===== src/rtl/num_node_mc_controller.sv =====
// Multi-lane num_node capture: per-lane episode FSMs and FIFOs, merged round-robin into one BRAM write port.
// Optional macro NUM_NODE_CH_TAG_EN prefixes each written value with the granted lane index.
module num_node_mc_controller #(
  parameter int NUM_NODE_WIDTH = 8,
  parameter int NUM_SUBGRAPHS  = 2708,
  parameter int NUM_CHANNELS   = 4,
  parameter int FIFO_DEPTH     = 4,
  localparam int NUM_NODE_ADDR_W = $clog2(NUM_SUBGRAPHS),
  localparam int CH_W            = (NUM_CHANNELS > 1) ? $clog2(NUM_CHANNELS) : 1
) (
  input  logic                                   clk,
  input  logic                                   rst,
  input  logic                                   clr_i,
  input  logic [NUM_CHANNELS-1:0]                spmm_vld_i,
  input  logic [NUM_CHANNELS-1:0]                src_flag,
  input  logic [NUM_CHANNELS*NUM_NODE_WIDTH-1:0] num_node,
  output logic [NUM_CHANNELS-1:0]                ch_rdy_o,
  output logic [NUM_CHANNELS-1:0]                overflow_o,
`ifdef NUM_NODE_CH_TAG_EN
  output logic [NUM_NODE_WIDTH+CH_W-1:0]         num_node_bram_din,
`else
  output logic [NUM_NODE_WIDTH-1:0]              num_node_bram_din,
`endif
  output logic                                   num_node_bram_ena,
  output logic [NUM_NODE_ADDR_W-1:0]             num_node_bram_addra,
  output logic                                   done_o
);

  localparam int PTR_W = $clog2(FIFO_DEPTH);
  localparam int CNT_W = PTR_W + 1;
`ifdef NUM_NODE_CH_TAG_EN
  localparam int DIN_W = NUM_NODE_WIDTH + CH_W;
`else
  localparam int DIN_W = NUM_NODE_WIDTH;
`endif

  typedef enum logic {IDLE, ARMED} lane_state_e;

  lane_state_e               state_q [NUM_CHANNELS];
  lane_state_e               state_d [NUM_CHANNELS];
  logic [NUM_NODE_WIDTH-1:0] mem_q   [NUM_CHANNELS][FIFO_DEPTH];
  logic [NUM_NODE_WIDTH-1:0] mem_d   [NUM_CHANNELS][FIFO_DEPTH];
  logic [PTR_W-1:0]          wr_q    [NUM_CHANNELS];
  logic [PTR_W-1:0]          wr_d    [NUM_CHANNELS];
  logic [PTR_W-1:0]          rd_q    [NUM_CHANNELS];
  logic [PTR_W-1:0]          rd_d    [NUM_CHANNELS];
  logic [CNT_W-1:0]          cnt_q   [NUM_CHANNELS];
  logic [CNT_W-1:0]          cnt_d   [NUM_CHANNELS];

  logic [NUM_CHANNELS-1:0]    ovf_q, ovf_d, full;
  logic [NUM_NODE_ADDR_W-1:0] addr_q, addr_d, addra_q, addra_d;
  logic [CH_W-1:0]            rr_q, rr_d, gnt;
  logic [DIN_W-1:0]           din_q, din_d;
  logic                       ena_q, ena_d, done_q, done_d;
  logic                       rdy_en_q, rdy_en_d;
  logic                       grant;

  always_comb begin
    for (int unsigned i = 0; i < NUM_CHANNELS; i++) begin
      full[i] = (cnt_q[i] == CNT_W'(FIFO_DEPTH));
    end
  end

  // ch_rdy_o is held low until the first edge after reset release.
  assign ch_rdy_o            = ~full & {NUM_CHANNELS{rdy_en_q}};
  assign overflow_o          = ovf_q;
  assign num_node_bram_din   = din_q;
  assign num_node_bram_ena   = ena_q;
  assign num_node_bram_addra = addra_q;
  assign done_o              = done_q;

  always_comb begin
    state_d  = state_q;
    mem_d    = mem_q;
    wr_d     = wr_q;
    rd_d     = rd_q;
    cnt_d    = cnt_q;
    ovf_d    = ovf_q;
    addr_d   = addr_q;
    addra_d  = addra_q;
    rr_d     = rr_q;
    din_d    = din_q;
    ena_d    = 1'b0;
    done_d   = done_q;
    rdy_en_d = 1'b1;
    grant    = 1'b0;
    gnt      = '0;

    for (int unsigned k = 0; k < NUM_CHANNELS; k++) begin
      int unsigned idx;
      idx = (int'(rr_q) + k) % NUM_CHANNELS;
      if (!grant && cnt_q[idx] != '0) begin
        grant = 1'b1;
        gnt   = CH_W'(idx);
      end
    end
    grant = grant && !done_q;

    for (int unsigned i = 0; i < NUM_CHANNELS; i++) begin
      logic push_ok, pop;
      push_ok = 1'b0;
      pop     = grant && (gnt == CH_W'(i));
      case (state_q[i])
        IDLE: if (src_flag[i] && spmm_vld_i[i]) begin
          state_d[i] = ARMED;
          // Full is judged on the pre-pop count, so a same-cycle pop does not save the capture.
          if (full[i]) begin
            ovf_d[i] = 1'b1;
          end else begin
            push_ok = 1'b1;
            mem_d[i][wr_q[i]] = num_node[i*NUM_NODE_WIDTH +: NUM_NODE_WIDTH];
            wr_d[i] = wr_q[i] + 1'b1;
          end
        end
        ARMED: if (!src_flag[i] && spmm_vld_i[i]) state_d[i] = IDLE;
        default: state_d[i] = IDLE;
      endcase
      if (pop) rd_d[i] = rd_q[i] + 1'b1;
      if (push_ok && !pop)      cnt_d[i] = cnt_q[i] + 1'b1;
      else if (!push_ok && pop) cnt_d[i] = cnt_q[i] - 1'b1;
    end

    if (grant) begin
      ena_d   = 1'b1;
`ifdef NUM_NODE_CH_TAG_EN
      din_d   = {gnt, mem_q[gnt][rd_q[gnt]]};
`else
      din_d   = mem_q[gnt][rd_q[gnt]];
`endif
      addra_d = addr_q;
      if (addr_q == NUM_NODE_ADDR_W'(NUM_SUBGRAPHS - 1)) done_d = 1'b1;
      else addr_d = addr_q + 1'b1;
      rr_d = (gnt == CH_W'(NUM_CHANNELS - 1)) ? '0 : gnt + 1'b1;
    end

    if (clr_i) begin
      for (int unsigned i = 0; i < NUM_CHANNELS; i++) begin
        state_d[i] = IDLE;
        wr_d[i]    = '0;
        rd_d[i]    = '0;
        cnt_d[i]   = '0;
      end
      ovf_d   = '0;
      addr_d  = '0;
      addra_d = '0;
      rr_d    = '0;
      din_d   = '0;
      ena_d   = 1'b0;
      done_d  = 1'b0;
    end
  end

  always_ff @(posedge clk or posedge rst) begin
    if (rst) begin
      for (int unsigned i = 0; i < NUM_CHANNELS; i++) begin
        state_q[i] <= IDLE;
        wr_q[i]    <= '0;
        rd_q[i]    <= '0;
        cnt_q[i]   <= '0;
        for (int unsigned j = 0; j < FIFO_DEPTH; j++) mem_q[i][j] <= '0;
      end
      ovf_q    <= '0;
      addr_q   <= '0;
      addra_q  <= '0;
      rr_q     <= '0;
      din_q    <= '0;
      ena_q    <= 1'b0;
      done_q   <= 1'b0;
      rdy_en_q <= 1'b0;
    end else begin
      state_q  <= state_d;
      mem_q    <= mem_d;
      wr_q     <= wr_d;
      rd_q     <= rd_d;
      cnt_q    <= cnt_d;
      ovf_q    <= ovf_d;
      addr_q   <= addr_d;
      addra_q  <= addra_d;
      rr_q     <= rr_d;
      din_q    <= din_d;
      ena_q    <= ena_d;
      done_q   <= done_d;
      rdy_en_q <= rdy_en_d;
    end
  end

endmodule


===== config.mk =====
export PLATFORM = sky130hd
export DESIGN_NAME = num_node_mc_controller
export DESIGN_NICKNAME = d
export VERILOG_FILES = /design/src/rtl/num_node_mc_controller.sv
export SDC_FILE = /design/constraint.sdc
export NUM_CORES = 1
export LEC_CHECK = 0
export CORE_UTILIZATION = 40
export DETAILED_ROUTE_END_ITERATION = 10
export PLACE_DENSITY_LB_ADDON = 0.15
export SLEW_MARGIN = 20
export SYNTH_ARGS = -nofsm -noshare
export SYNTH_HDL_FRONTEND = slang
export SYNTH_SLANG_ARGS = --single-unit

===== constraint.sdc =====
create_clock -name clk -period 18.35 [get_ports clk]
set_input_delay 3.67 -clock clk [delete_from_list [all_inputs] [get_ports clk]]
set_output_delay 3.67 -clock clk [all_outputs]
set_load 0.01 [all_outputs]

==> metrics.md, run 1 <==
| Metric | Value |
|---|---|
| Outcome | `completed` |
| Switch Pwr | `886.9 uW` |
| Post-synthesis adder-cell area fraction | `3.017%` |
| Root Driver | `clkbuf_16` |
| Met2 track demand over resource | `30.37%` |
| Tightest Pin Transition | `0.8775 ns` |
| Xor-xnor portion of the synthesized cell area | `2.943%` |
| Asr flop ratio synth | `100.0%` |
| Final ANT Viol Nets | `0` |
| Combinational fraction of design power | `46.9%` |
| Main combinational cell family by area after synthesis | `multiplexers` |
| Row cnt | `57` |
| Final #Nets | `1,059` |
| Final hold vios | `0` |
| Synthesis-to-layout area growth | `18.69%` |
| Global-route wire length before repair | `40.85 mm` |
| Port Buffer Count | `72` |
| Seq cells post-synth | `201` |
| ANT cells | `0` |
| Final Util | `48.96%` |
| Syn avg cell area | `11.00 sq um` |
| Later-pin clock latency in the skew report | `0.53 ns` |
| Ports | `73` |
| Grt met3 use | `2.414%` |
| Total Routing Usage GR | `19.89%` |
| HP Class | `reg2reg` |
| Initial antenna violation count | `0` |
| # resized after CTS | `0` |
| Worst vdd ir | `0.08350 mV` |
| Post-layout min period | `5.602 ns` |
| Remaining DRCs | `0` |
| Maxcap violations | `0` |
| Vias after detailed routing | `7,186` |
| CP Launch Type | `flip-flop` |
| H-tree Lvls | `1` |
| Setup bufs post-CTS | `0` |
| Die X | `161.1 um` |
| Critical path capture point type | `output pin` |
| GR Overflow Total | `0` |
| Global route hottest layer | `met2` |
| Die ar. | `25,940 sq um` |
| Ys flop type | `dfrtp_1` |
| CTS tree | `yes` |
| Drt pass-1 iters | `5` |
| Syn nets | `985` |
| Commonest non-fill, non-tap cell in the layout | `dfrtp_1` |
| Max Root-Sink Buffers | `3` |
| Post-synth EDFFs | `0` |
| CTS clk-pin slew, worst paths | `0.06 ns` |
| Setup TNS | `0 ns` |
| Starting Density | `41.25%` |
| Slew headroom | `41.50%` |
| Synthesis Warnings | `0` |
| Commonest non-fill, non-tap cells in the layout | `dfrtp_1 (201), mux2_2 (134), nand2_1 (106), nor2_1 (89), clkdlybuf4s50_1 (71)` |
| Crit-path max FO | `5` |
| Via density | `5.383` |
| Largest net degree at the start of global routing | `128` |
| Final period util | `30.53%` |
| Total wire length | `25.10 mm` |
| Synth Area in Simple Gates | `12.25%` |
| Critical Path RT | `14.68 ns` |
| Mux contribution to synthesized area | `18.76%` |
| Wire length per cell | `18.80 um` |
| Core Area | `24,530 sq um` |
| Critical Path AT | `1.93 ns` |
| Placer Congestion | `0.7633` |
| Final setup violation count | `0` |
| Leakage power total | `0.005304 uW` |
| Total internal power | `1253 uW` |
| Max Freq | `178.5 MHz` |
| Setup Skew | `0.01309 ns` |
| Post-synthesis compound-gate area fraction | `10.48%` |
| Post-Synthesis Cell Area | `10,120 sq um` |
| Post-DP HPWL | `16.80 mm` |
| Layout cells sized above 1 | `21.07%` |
| Pins over their slew limit | `0` |
| Hold_buf cts | `0` |
| Clock power share | `22.8%` |
| Sequential power share | `30.3%` |
| Critical setup path kind | `reg2out` |
| Cells after DPL | `1,291` |
| CTS buffer count | `24` |
| Power per cell area | `178.2 nW/um^2` |
| Die Ht | `161.1 um` |
| Finished Layout Cells | `1,335` |
| Sequential area share after synthesis | `49.70%` |
| Synthesized netlist cell count | `920` |
| Synth unique cells | `65` |
| Unrepaired setup endpoints after global routing | `no` |
| Sw frac | `41.44%` |
| Met1 usage | `29.84%` |
| CTS sink cnt | `201` |
| DR iter-0 viols | `450` |
| Number of global-route vias before repair | `7,021` |
==> stage by stage <==
stage	total power, uW	worst slack (ns)	area (sq um)	hold WS (ns)
3_3_place_gp	1645	12.10	11160	0.4807
6_report	2140	12.75	12010	0.4954
2_1_floorplan	1383	9.198	10120	0.4706
4_1_cts	2153	12.72	11990	0.4976
3_5_place_dp	1653	12.43	11160	0.4866
5_1_grt	2283	12.62	12010	0.5064
==> layer usage <==
layer	routed length (um)	up-vias
li1	-	3420
met1	12450	3602
met2	11260	127
met3	841	37
met4	542	0
met5	0	-
==> Yosys cell counts, types with 10 or more instances <==
master	number	area (sq um)
nand3_1	18	90.09
dfrtp_1	201	5030
clkbuf_1	22	82.58
a221oi_1	12	105.1
nand2_1	106	397.9
nor2_1	89	334.1
a21oi_1	49	245.2
nor3_1	12	60.06
mux2_2	134	1509
nor2b_1	10	62.56
buf_2	10	50.05
mux2i_1	31	310.3
ha_1	18	225.2
xnor2_1	20	175.2
inv_1	23	86.33
o21ai_0	22	110.1
a211oi_1	15	112.6
xor2_1	14	122.6
==> state kept, by name, summed over array words and instances, names as in the netlist <==
register             count
rr_q                     2
addr_q                  12
wr_q                     8
done_o                   1
state_q                  4
overflow_o               4
rd_q                     8
rdy_en_q                 1
num_node_bram_din        8
num_node_bram_ena        1
cnt_q                   12
mem_q                  128
num_node_bram_addra     12
==> worst paths after layout <==
path | startpoint | endpoint | slack (ns) | cells past startpoint
min in group asynchronous | rst | num_node_bram_addra[2] | 3.72 | 2
worst min-delay path | mem_q[49] | mem_q[49] | 0.50 | 1
worst min register to register | mem_q[49] | mem_q[49] | 0.50 | 1
worst max-delay path | cnt_q[0] | ch_rdy_o[3] | 12.75 | 4
max in group asynchronous | rst | mem_q[36] | 13.32 | 4
worst max register to register | cnt_q[5] | num_node_bram_din[6] | 14.40 | 10
==> critical path, cell delays in order (launching register included) <==
cell and delay [ns]:
dfrtp_1 0.42, inv_1 0.10, and3_1 0.24, nor2b_1 0.12, clkdlybuf4s50_1 0.54
==> kinds of logic after synthesis <==
family / after synthesis
muxes: 169
buffers and inverters: 63
adders and majority gates: 22
DFF: 201
xor gates and xnor gates: 34
AOI/OAI and AO/OA: 155
other: 1
and+or+nand+nor: 275
==> cell type report <==
class	count	area, sq um
Inverter	25	101.3
Clock inverter	8	101.3
Tap cell	324	405.4
Sequential cell	201	5030
Fill cell	2292	12520
Timing Repair Buffer	86	833.3
Clock buffer	35	721.9
Multi-Input combinational cell	656	4818
==> power groups by stage <==
stage / sequential, uW / combinational [uW] / clock [uW]
CTS: 647 / 1010 / 500
floorplan: 626 / 757 / 0
finish: 648 / 1000 / 489
global route: 663 / 1100 / 515
detailed placement: 653 / 1000 / 0
global placement: 651 / 994 / 0
(Power assumes the default switching activity.)
==> inputs of run 2 (changes only) <==
==> constraint.sdc (replaced) <==
create_clock -name clk -period 5.09 [get_ports clk]
set_input_delay 1.018 -clock clk [delete_from_list [all_inputs] [get_ports clk]]
set_output_delay 1.018 -clock clk [all_outputs]
set_load 0.01 [all_outputs]
==> metrics.md, run 2 (same netlist as run 1, synthesis figures left out) <==
| Metric | Value |
|---|---|
| Starting Density | `41.25%` |
| CTS tree | `yes` |
| H-tree Lvls | `1` |
| Cells after DPL | `1,295` |
| Ports | `73` |
| Final #Nets | `1,062` |
| Sw frac | `40.57%` |
| Unrepaired setup endpoints after global routing | `no` |
| Die Ht | `161.1 um` |
| # resized after CTS | `0` |
| Largest Register | `mem_q` |
| CTS clk-pin slew, worst paths | `0.06 ns` |
| Total wire length | `24.62 mm` |
| Hold_buf cts | `0` |
| Reg-to-reg startpoint | `cnt_q[5]` |
| CP Launch Type | `flip-flop` |
| Critical Path AT | `4.30 ns` |
| Port Buffer Count | `72` |
| Largest register FFs | `128` |
| Synthesis-to-layout area growth | `18.88%` |
| Setup Skew | `0.01883 ns` |
| Clock power share | `23.1%` |
| Layout cells sized above 1 | `20.89%` |
| Final ANT Viol Nets | `0` |
| Placer Congestion | `0.8133` |
| Critical path capture point type | `flip-flop` |
| Maxcap violations | `0` |
| Worst vdd ir | `0.3811 mV` |
| GR Overflow Total | `0` |
| Register-to-Register Path Depth | `10` |
| Max Freq | `257.8 MHz` |
| ANT cells | `0` |
| Final period util | `76.21%` |
| Worst Hold Endpoint | `overflow_o[1]` |
| Critical Path RT | `5.51 ns` |
| Die ar. | `25,940 sq um` |
| Row cnt | `57` |
| HP Class | `reg2reg` |
| Final setup violation count | `0` |
| Slew headroom | `39.92%` |
| Sequential power share | `30.7%` |
| CTS sink cnt | `201` |
| Final hold vios | `0` |
| Total internal power | `4561 uW` |
| Remaining DRCs | `0` |
| Pins over their slew limit | `0` |
| Setup TNS | `0 ns` |
| Commonest non-fill, non-tap cells in the layout | `dfrtp_1 (201), mux2_2 (134), nand2_1 (106), nor2_1 (89), clkdlybuf4s50_1 (71)` |
| Reg2reg setup slack | `1.21 ns` |
| Commonest non-fill, non-tap cell in the layout | `dfrtp_1` |
| Critical setup path kind | `reg2reg` |
| Hold_sp | `overflow_o[1]` |
| Power per cell area | `637.9 nW/um^2` |
| Combinational fraction of design power | `46.2%` |
| Global-route wire length before repair | `40.08 mm` |
| Crit-path max FO | `23` |
| Worst r2r dst | `num_node_bram_din[7]` |
| Max Root-Sink Buffers | `3` |
| Total Routing Usage GR | `19.51%` |
| DR iter-0 viols | `383` |
| Wire length per cell | `18.39 um` |
| Initial antenna violation count | `0` |
| Setup bufs post-CTS | `0` |
| Drt pass-1 iters | `5` |
| Outcome | `completed` |
| Post-layout min period | `3.879 ns` |
| Tightest Pin Transition | `0.8823 ns` |
| Later-pin clock latency in the skew report | `0.52 ns` |
| Post-DP HPWL | `17.38 mm` |
| Via density | `5.350` |
| Largest net degree at the start of global routing | `97` |
| Worst hold stages | `2` |
| Core Area | `24,530 sq um` |
| Switch Pwr | `3113 uW` |
| CTS buffer count | `24` |
| Root Driver | `clkbuf_16` |
| Die X | `161.1 um` |
| Number of global-route vias before repair | `6,969` |
| Vias after detailed routing | `7,164` |
| Leakage power total | `0.005308 uW` |
| Finished Layout Cells | `1,339` |
## run 2: power by group through the flow
stage / logic, uW / registers, uW / clock network (uW)
3_5_place_dp: 3520 / 2380 / 0
2_1_floorplan: 2730 / 2260 / 0
3_3_place_gp: 3510 / 2370 / 0
4_1_cts: 3550 / 2350 / 1820
5_1_grt: 3900 / 2410 / 1890
6_report: 3540 / 2350 / 1780
## run 2: worst max-delay path by stage
stage | from | to | slack [ns] | depth (start not counted)
final | cnt_q[5] | num_node_bram_din[7] | 1.21 | 10
after global routing | cnt_q[5] | num_node_bram_din[7] | 0.98 | 10
after CTS | cnt_q[5] | num_node_bram_din[7] | 1.23 | 10
after detailed placement | cnt_q[5] | num_node_bram_din[7] | 1.23 | 10
after global placement | cnt_q[5] | num_node_bram_din[2] | 1.38 | 10
after floorplan | rst | addr_q[0] | 1.47 | 1
## run 2: cell type report
class                           instances  area [sq um]
Tap cell                              324         405.4
Timing Repair Buffer                   89         855.8
Clock buffer                           36         705.7
Sequential cell                       201          5030
Fill cell                            2263         12500
Multi-Input combinational cell        656          4810
Inverter                               25         97.59
Clock inverter                          8         126.4
## run 2: routing by layer
layer  part of all wire (%)  wire, um  GRT usage [%]
met3                    3.4       847          2.568
met1                     51     12450          29.57
met4                    1.6       385          4.503
met2                     44     10940          29.53
met5                      0         0              0
## run 2: per-stage QoR
step	setup WS (ns)	util, %	hold WS, ns	cell area, sq um	total power [uW]
after floorplan	1.470	-	0.4706	10120	4988
after global placement	1.377	45.64	0.4787	11200	5877
after detailed placement	1.230	45.64	0.4851	11200	5900
after CTS	1.232	49.04	0.5024	12030	7723
after global routing	0.9761	49.04	0.5081	12030	8197
final	1.211	49.04	0.4992	12030	7674
## run 2: worst max-delay path, stage by stage (launching register included)
cell	delay [ns]
dfrtp_1	0.42
nor3_2	0.58
a211oi_1	0.15
o22ai_2	0.48
inv_2	0.32
mux2i_4	0.78
buf_4	0.34
nor4_1	0.08
a31oi_1	0.22
nand4_1	0.12
a221oi_1	0.30
